==> config.mk <==
export PLATFORM = sky130hd
export DESIGN_NAME = text_char_writer
export DESIGN_NICKNAME = d
export VERILOG_FILES = /design/src/rtl/text_pkg.sv /design/src/rtl/text_char_writer.sv
export SDC_FILE = /design/constraint.sdc
export NUM_CORES = 1
export LEC_CHECK = 0
export BUFFER_PORTS_ARGS = -buffer_cell sky130_fd_sc_hd__buf_2
export CORE_MARGIN = 3
export CORE_UTILIZATION = 25
export DETAILED_ROUTE_END_ITERATION = 8
export HOLD_SLACK_MARGIN = 0.03
export SLEW_MARGIN = 20
export SYNTH_ARGS = -nofsm -noshare
export SYNTH_HDL_FRONTEND = slang
export SYNTH_SLANG_ARGS = --single-unit
==> constraint.sdc <==
create_clock -name clk -period 7.99 [get_ports clk]
set_clock_uncertainty 0.1 [all_clocks]
set_input_delay 0.3995 -clock clk [delete_from_list [all_inputs] [get_ports clk]]
set_output_delay 0.3995 -clock clk [all_outputs]
set_load 0.01 [all_outputs]
==> src/rtl/text_pkg.sv <==
// Shared definitions for the text overlay character path.
// Holds the tile-grid defaults, address field widths, the control codes the
// writer understands, the writer state encoding and a printable-range helper.
package text_pkg;

   localparam int COLS_DEF = 80;   // tiles per row (at most 128)
   localparam int ROWS_DEF = 30;   // tile rows (at most 32)

   localparam int COL_W  = 7;              // column field of the tile address
   localparam int ROW_W  = 5;              // row field of the tile address
   localparam int ADDR_W = ROW_W + COL_W;  // {row, col}
   localparam int CHR_W  = 7;              // 7-bit ASCII

   localparam logic [CHR_W-1:0] CHR_BS    = 7'h08;
   localparam logic [CHR_W-1:0] CHR_LF    = 7'h0A;
   localparam logic [CHR_W-1:0] CHR_FF    = 7'h0C;
   localparam logic [CHR_W-1:0] CHR_CR    = 7'h0D;
   localparam logic [CHR_W-1:0] CHR_SPACE = 7'h20;
   localparam logic [CHR_W-1:0] CHR_TILDE = 7'h7E;

   typedef enum logic [1:0] {
      ST_IDLE    = 2'd0,  // accepting characters
      ST_WRAP    = 2'd1,  // last-column character written, row clear pending
      ST_CLR_ROW = 2'd2,  // zeroing the row at cur_y
      ST_CLR_ALL = 2'd3   // zeroing the whole grid
   } wr_state_t;

   function automatic logic is_printable(input logic [CHR_W-1:0] code);
      return (code >= CHR_SPACE) && (code <= CHR_TILDE);
   endfunction

endpackage

==> src/rtl/text_char_writer.sv <==
// Character-stream writer for the VGA text overlay.
// Consumes ASCII codes over a valid/ready handshake, keeps a cursor on a
// COLS x ROWS tile grid and drives the write port of the external dual-port
// tile RAM. Interprets CR, LF, BS and FF; every line advance clears the new
// row, FF clears the whole grid. All other non-printable codes are consumed
// and ignored. COLS must be at least 2.
//
// Ports:
//   clk         system clock
//   reset       asynchronous, active-high reset
//   char_valid  char_data holds a code to consume
//   char_data   7-bit ASCII code
//   char_ready  block accepts char_data this cycle (registered)
//   we          tile RAM write strobe (registered)
//   waddr       tile address {row[4:0], col[6:0]} (registered, held when we=0)
//   wdata       code written (registered, held when we=0)
//   cur_x       cursor column 0..COLS-1
//   cur_y       cursor row 0..ROWS-1
module text_char_writer
   import text_pkg::*;
#(
   parameter int COLS = COLS_DEF,
   parameter int ROWS = ROWS_DEF
) (
   input  logic              clk,
   input  logic              reset,
   input  logic              char_valid,
   input  logic [CHR_W-1:0]  char_data,
   output logic              char_ready,
   output logic              we,
   output logic [ADDR_W-1:0] waddr,
   output logic [CHR_W-1:0]  wdata,
   output logic [COL_W-1:0]  cur_x,
   output logic [ROW_W-1:0]  cur_y
);

   localparam logic [COL_W-1:0] LAST_COL = COL_W'(COLS - 1);
   localparam logic [ROW_W-1:0] LAST_ROW = ROW_W'(ROWS - 1);

   wr_state_t        state;
   logic [COL_W-1:0] clr_col;   // next column the clear will write
   logic [ROW_W-1:0] clr_row;   // next row the clear will write
   logic             clr_last;  // final clear address has already been issued
   logic [ROW_W-1:0] next_row;
   logic             take;

   // NOTE: every signal assigned in always_comb gets a value on every path,
   // otherwise synthesis infers a latch.
   always_comb begin
      next_row = (cur_y == LAST_ROW) ? '0 : cur_y + ROW_W'(1);
      take     = char_valid && char_ready;
   end

   // NOTE: sequential state uses non-blocking assignments only, so every
   // register samples the pre-edge values regardless of statement order.
   always_ff @(posedge clk or posedge reset) begin
      if (reset) begin
         state      <= ST_IDLE;
         char_ready <= 1'b0;
         we         <= 1'b0;
         waddr      <= '0;
         wdata      <= '0;
         cur_x      <= '0;
         cur_y      <= '0;
         clr_col    <= '0;
         clr_row    <= '0;
         clr_last   <= 1'b0;
      end else begin
         case (state)
            ST_IDLE: begin
               char_ready <= 1'b1;
               we         <= 1'b0;
               if (take) begin
                  if (is_printable(char_data)) begin
                     we    <= 1'b1;
                     waddr <= {cur_y, cur_x};
                     wdata <= char_data;
                     if (cur_x == LAST_COL) begin
                        // Line wraps: the clear of the new row starts one
                        // cycle later, after the character write itself.
                        cur_x      <= '0;
                        cur_y      <= next_row;
                        clr_row    <= next_row;
                        clr_col    <= '0;
                        clr_last   <= 1'b0;
                        char_ready <= 1'b0;
                        state      <= ST_WRAP;
                     end else begin
                        cur_x <= cur_x + COL_W'(1);
                     end
                  end else begin
                     case (char_data)
                        CHR_CR: cur_x <= '0;
                        CHR_LF: begin
                           // First clear write goes out with the acceptance.
                           cur_x      <= '0;
                           cur_y      <= next_row;
                           char_ready <= 1'b0;
                           we         <= 1'b1;
                           waddr      <= {next_row, COL_W'(0)};
                           wdata      <= '0;
                           clr_row    <= next_row;
                           clr_col    <= COL_W'(1);
                           clr_last   <= 1'b0;
                           state      <= ST_CLR_ROW;
                        end
                        CHR_BS: begin
                           if (cur_x != '0) begin
                              cur_x <= cur_x - COL_W'(1);
                              we    <= 1'b1;
                              waddr <= {cur_y, cur_x - COL_W'(1)};
                              wdata <= '0;
                           end
                        end
                        CHR_FF: begin
                           cur_x      <= '0;
                           cur_y      <= '0;
                           char_ready <= 1'b0;
                           we         <= 1'b1;
                           waddr      <= '0;
                           wdata      <= '0;
                           clr_row    <= '0;
                           clr_col    <= COL_W'(1);
                           clr_last   <= 1'b0;
                           state      <= ST_CLR_ALL;
                        end
                        default: ;  // unsupported codes are swallowed
                     endcase
                  end
               end
            end

            ST_WRAP: begin
               we      <= 1'b1;
               waddr   <= {clr_row, clr_col};
               wdata   <= '0;
               clr_col <= clr_col + COL_W'(1);
               state   <= ST_CLR_ROW;
            end

            ST_CLR_ROW: begin
               if (clr_last) begin
                  we         <= 1'b0;
                  char_ready <= 1'b1;
                  state      <= ST_IDLE;
               end else begin
                  we       <= 1'b1;
                  waddr    <= {clr_row, clr_col};
                  wdata    <= '0;
                  clr_last <= (clr_col == LAST_COL);
                  clr_col  <= clr_col + COL_W'(1);
               end
            end

            ST_CLR_ALL: begin
               if (clr_last) begin
                  we         <= 1'b0;
                  char_ready <= 1'b1;
                  state      <= ST_IDLE;
               end else begin
                  we       <= 1'b1;
                  waddr    <= {clr_row, clr_col};
                  wdata    <= '0;
                  clr_last <= (clr_col == LAST_COL) && (clr_row == LAST_ROW);
                  if (clr_col == LAST_COL) begin
                     clr_col <= '0;
                     clr_row <= clr_row + ROW_W'(1);
                  end else begin
                     clr_col <= clr_col + COL_W'(1);
                  end
               end
            end

            default: state <= ST_IDLE;
         endcase
      end
   end

endmodule

==> metrics.md <==
| Metric | Value |
|---|---|
| Hold_ws | 0.136 ns |
| Via count | 3,053 |
| # rows | 40 |
| Post-route clock period utilization | 0.387 |
| Die width | 119 microns |
| Tmin final | ~3.1 ns |
| Worst slew margin | 0.301 |
| CP max FO | 15 |
| Layout Area Growth over Synthesis | 18.0% |
| Startpoint class of the critical path | input port |
| Met3 Usage GRT | 0.0266 |
| Final layout net count | 418 |
| Unrepaired setup endpoints after global routing | no |
| Synth Area per Inst | 8.84 sq um |
| Slew @ Worst Pin | slightly above 1 ns |
| Clock edge transition at the registers on the reported setup and hold paths | 0.06 ns |
| Mapped Cells | around 360 |
| Final Slew Violations | 0 |
| Clk sinks | 48 |
| Met2 Resource Use GR | 0.218 |
| Synthesized area | 3200 sq um |
| WL final | 9240 microns |
| Synth Flop Type | dfrtp_1 |
| Hpwl dp | 6850 microns |
| Insertion delay to the later sink of the worst-skew pair | 0.29 ns |
| Status | finished, final reports clean |
| Routed Antenna Nets | 0 |
| Area leader, netlist | dfrtp_1 |
| Antenna violations before repair | 0 |
| Area share of the largest cell type after synthesis | 0.375 |
| Flops & latches, synth | 48 |
| Largest net degree at the start of global routing | 49 |
| Initial Util | 0.261 |
| Min-delay worst type | in -> async |
| Max Cap Viol | 0 |
| CTS-repair resized insts | 0 |
| IO Pins | 43 |
| CTS buffer count | 5 |
| Synthesized net count | around 380 |
| Pwr Density | 355 nW/um^2 |
| Tot GR Track Use | 0.129 |
| Met1 Use GR | 0.167 |
| Area of the multi-input gates | 1880 sq um |
| Post-CTS Setup Bufs | 0 |
| CP Data Arrival Time | 3.16 ns |
| Post-synthesis sequential area ratio | 0.375 |
| ANT cells | 0 |
| DRT iter0 DRCs | around 360 |
| Hold_buf cts | 0 |
| Clock buffer depth | 2 |
| Wire per inst | 16.4 microns |
| WS Path Type | in -> reg |
| Synth warnings | 0 |
| Drt first pass iters | 4 |
| CTS tree | yes |
| Setup TNS | 0 ns |
| Sequential cell area | 1200 sq um |
| Total core area | 12,300 sq um |
| DR DRC count | 0 |
| Vias in the first global route | roughly 3,000 |
| Root Driver | clkbuf_16 |
| Drt via density | 5.40 |
| IO buf count | 42 |
| Ranking of synthesized cells by area | dfrtp_1 38%, o21ai_0 6.3%, ha_1 4.7% |
| H-tree depth | 2 |
| Die height | 119 microns |
| Async set or reset register ratio after synthesis | 1.00 |
| Remaining global-route overflow | 0 |
| Leakage Power | approximately 1.6 nW |
| Post-synth EDFFs | 0 |
| Placer Congestion | just under 0.9 |
| Final setup vio count | 0 |
| GRT Max-Usage Layer | met2 |
| Fmax | 324 MHz |
| Full die area | 14,200 sq um |
| Required time of the critical path | between 8 and 9 ns |
| Crit end category | flip-flop |
| Distinct cell type count after synthesis | 64 |
| Share of cells above drive strength 1 | 0.204 |
| Fillers | 1,266 |
| Final Hold Viols | 0 |
| Maximum vdd drop | roughly 0.15 mV |
| First-pass GRT wire length | 15,200 microns |
## cells in the final DEF, fill, tap and decap left out, drive strengths merged, types with 4 or more instances in the layout
cell    synthesis  layout
a211oi          8       8
a21o            4       4
a21oi          23      23
a31oi           5       5
and2            4       4
buf             3      45
clkbuf         15       7
dfrtp          48      48
ha             12      12
inv            18      17
mux2           13      13
nand2          14      14
nand2b          5       5
nand3          18      18
nand4           4       4
nor2           29      29
nor3           14      14
nor3b           4       4
o211ai          6       6
o21ai          41      41
o22ai           7       7
o31ai           9       9
or3             4       4
## Yosys cell counts, drive strengths merged (4+ instances only)
master	number
nor3b	4
nand2	14
o31ai	9
dfrtp	48
nor3	14
nand2b	5
a21oi	23
inv	18
a21o	4
a31oi	5
o21ai	41
clkbuf	15
or3	4
ha	12
nor2	29
a211oi	8
nand3	18
mux2	13
and2	4
nand4	4
o211ai	6
o22ai	7
## through the flow
stage	std cells	power, mW	cell area [sq um]	setup slack (ns)	utilization
4_1_cts	565	1.34	3750	4.63	0.306
2_1_floorplan	362	0.873	3200	5.38	-
3_3_place_gp	557	1.07	3570	4.66	0.291
5_1_grt	565	1.44	3770	4.66	0.308
6_report	565	1.34	3770	4.90	0.308
3_5_place_dp	557	1.08	3570	4.56	0.291
## logic make-up after synthesis
logic type	share of synthesized area
compound gates	0.269
xor+xnor	0.0110
fa+ha+maj	0.0469
buf+inv	0.0454
flops	0.375
mux	0.0520
simple gates	0.200
## worst paths after layout
check                      cells past startpoint  slack [ns]          from        end
max in group asynchronous                      2        7.13         reset   waddr[7]
min in group clk                               3        0.29  char_data[4]   wdata[4]
setup reg to reg                               7        4.94      cur_x[0]   wdata[6]
hold reg to reg                                2        0.40      wdata[4]   wdata[4]
setup / recovery                               6        4.90  char_data[5]  waddr[10]
hold / removal                                 2        0.14         reset   wdata[6]
## critical path, stage by stage
cell       delay (ns)
buf_2            0.14
or4b_1           0.69
nor2_1           0.79
a2111oi_4        0.32
nor2_2           0.43
mux2_2           0.38
## registers in the layout, summed over array words and instances, names as in the netlist
register    flops
clr_row         5
wdata           7
clr_last        1
we              1
clr_col         7
char_ready      1
cur_y           5
cur_x           7
state           2
waddr          12
## final cells by class
| cell class | instances | area share |
|---|---|---|
| clock inverters | 1 | 0.00796 |
| clock buffers | 7 | 0.0405 |
| inverters | 18 | 0.0182 |
| well taps | 168 | 0.0557 |
| repair buffers | 45 | 0.0617 |
| multi-input cells | 278 | 0.498 |
| flip-flops and latches | 48 | 0.318 |
## metal layers
metal | vias up | share of wire
li1 | 1443 | -
met1 | 1502 | 0.44
met2 | 94 | 0.49
met3 | 14 | 0.051
met4 | 0 | 0.016
met5 | - | 0
## where the power goes
group          internal (mW)  switching [mW]  total [mW]
Combinational          0.253           0.414       0.667
Sequential             0.327          0.0888       0.416
Clock                  0.165          0.0923       0.257
Note: power is estimated with default switching activity, not from simulation.
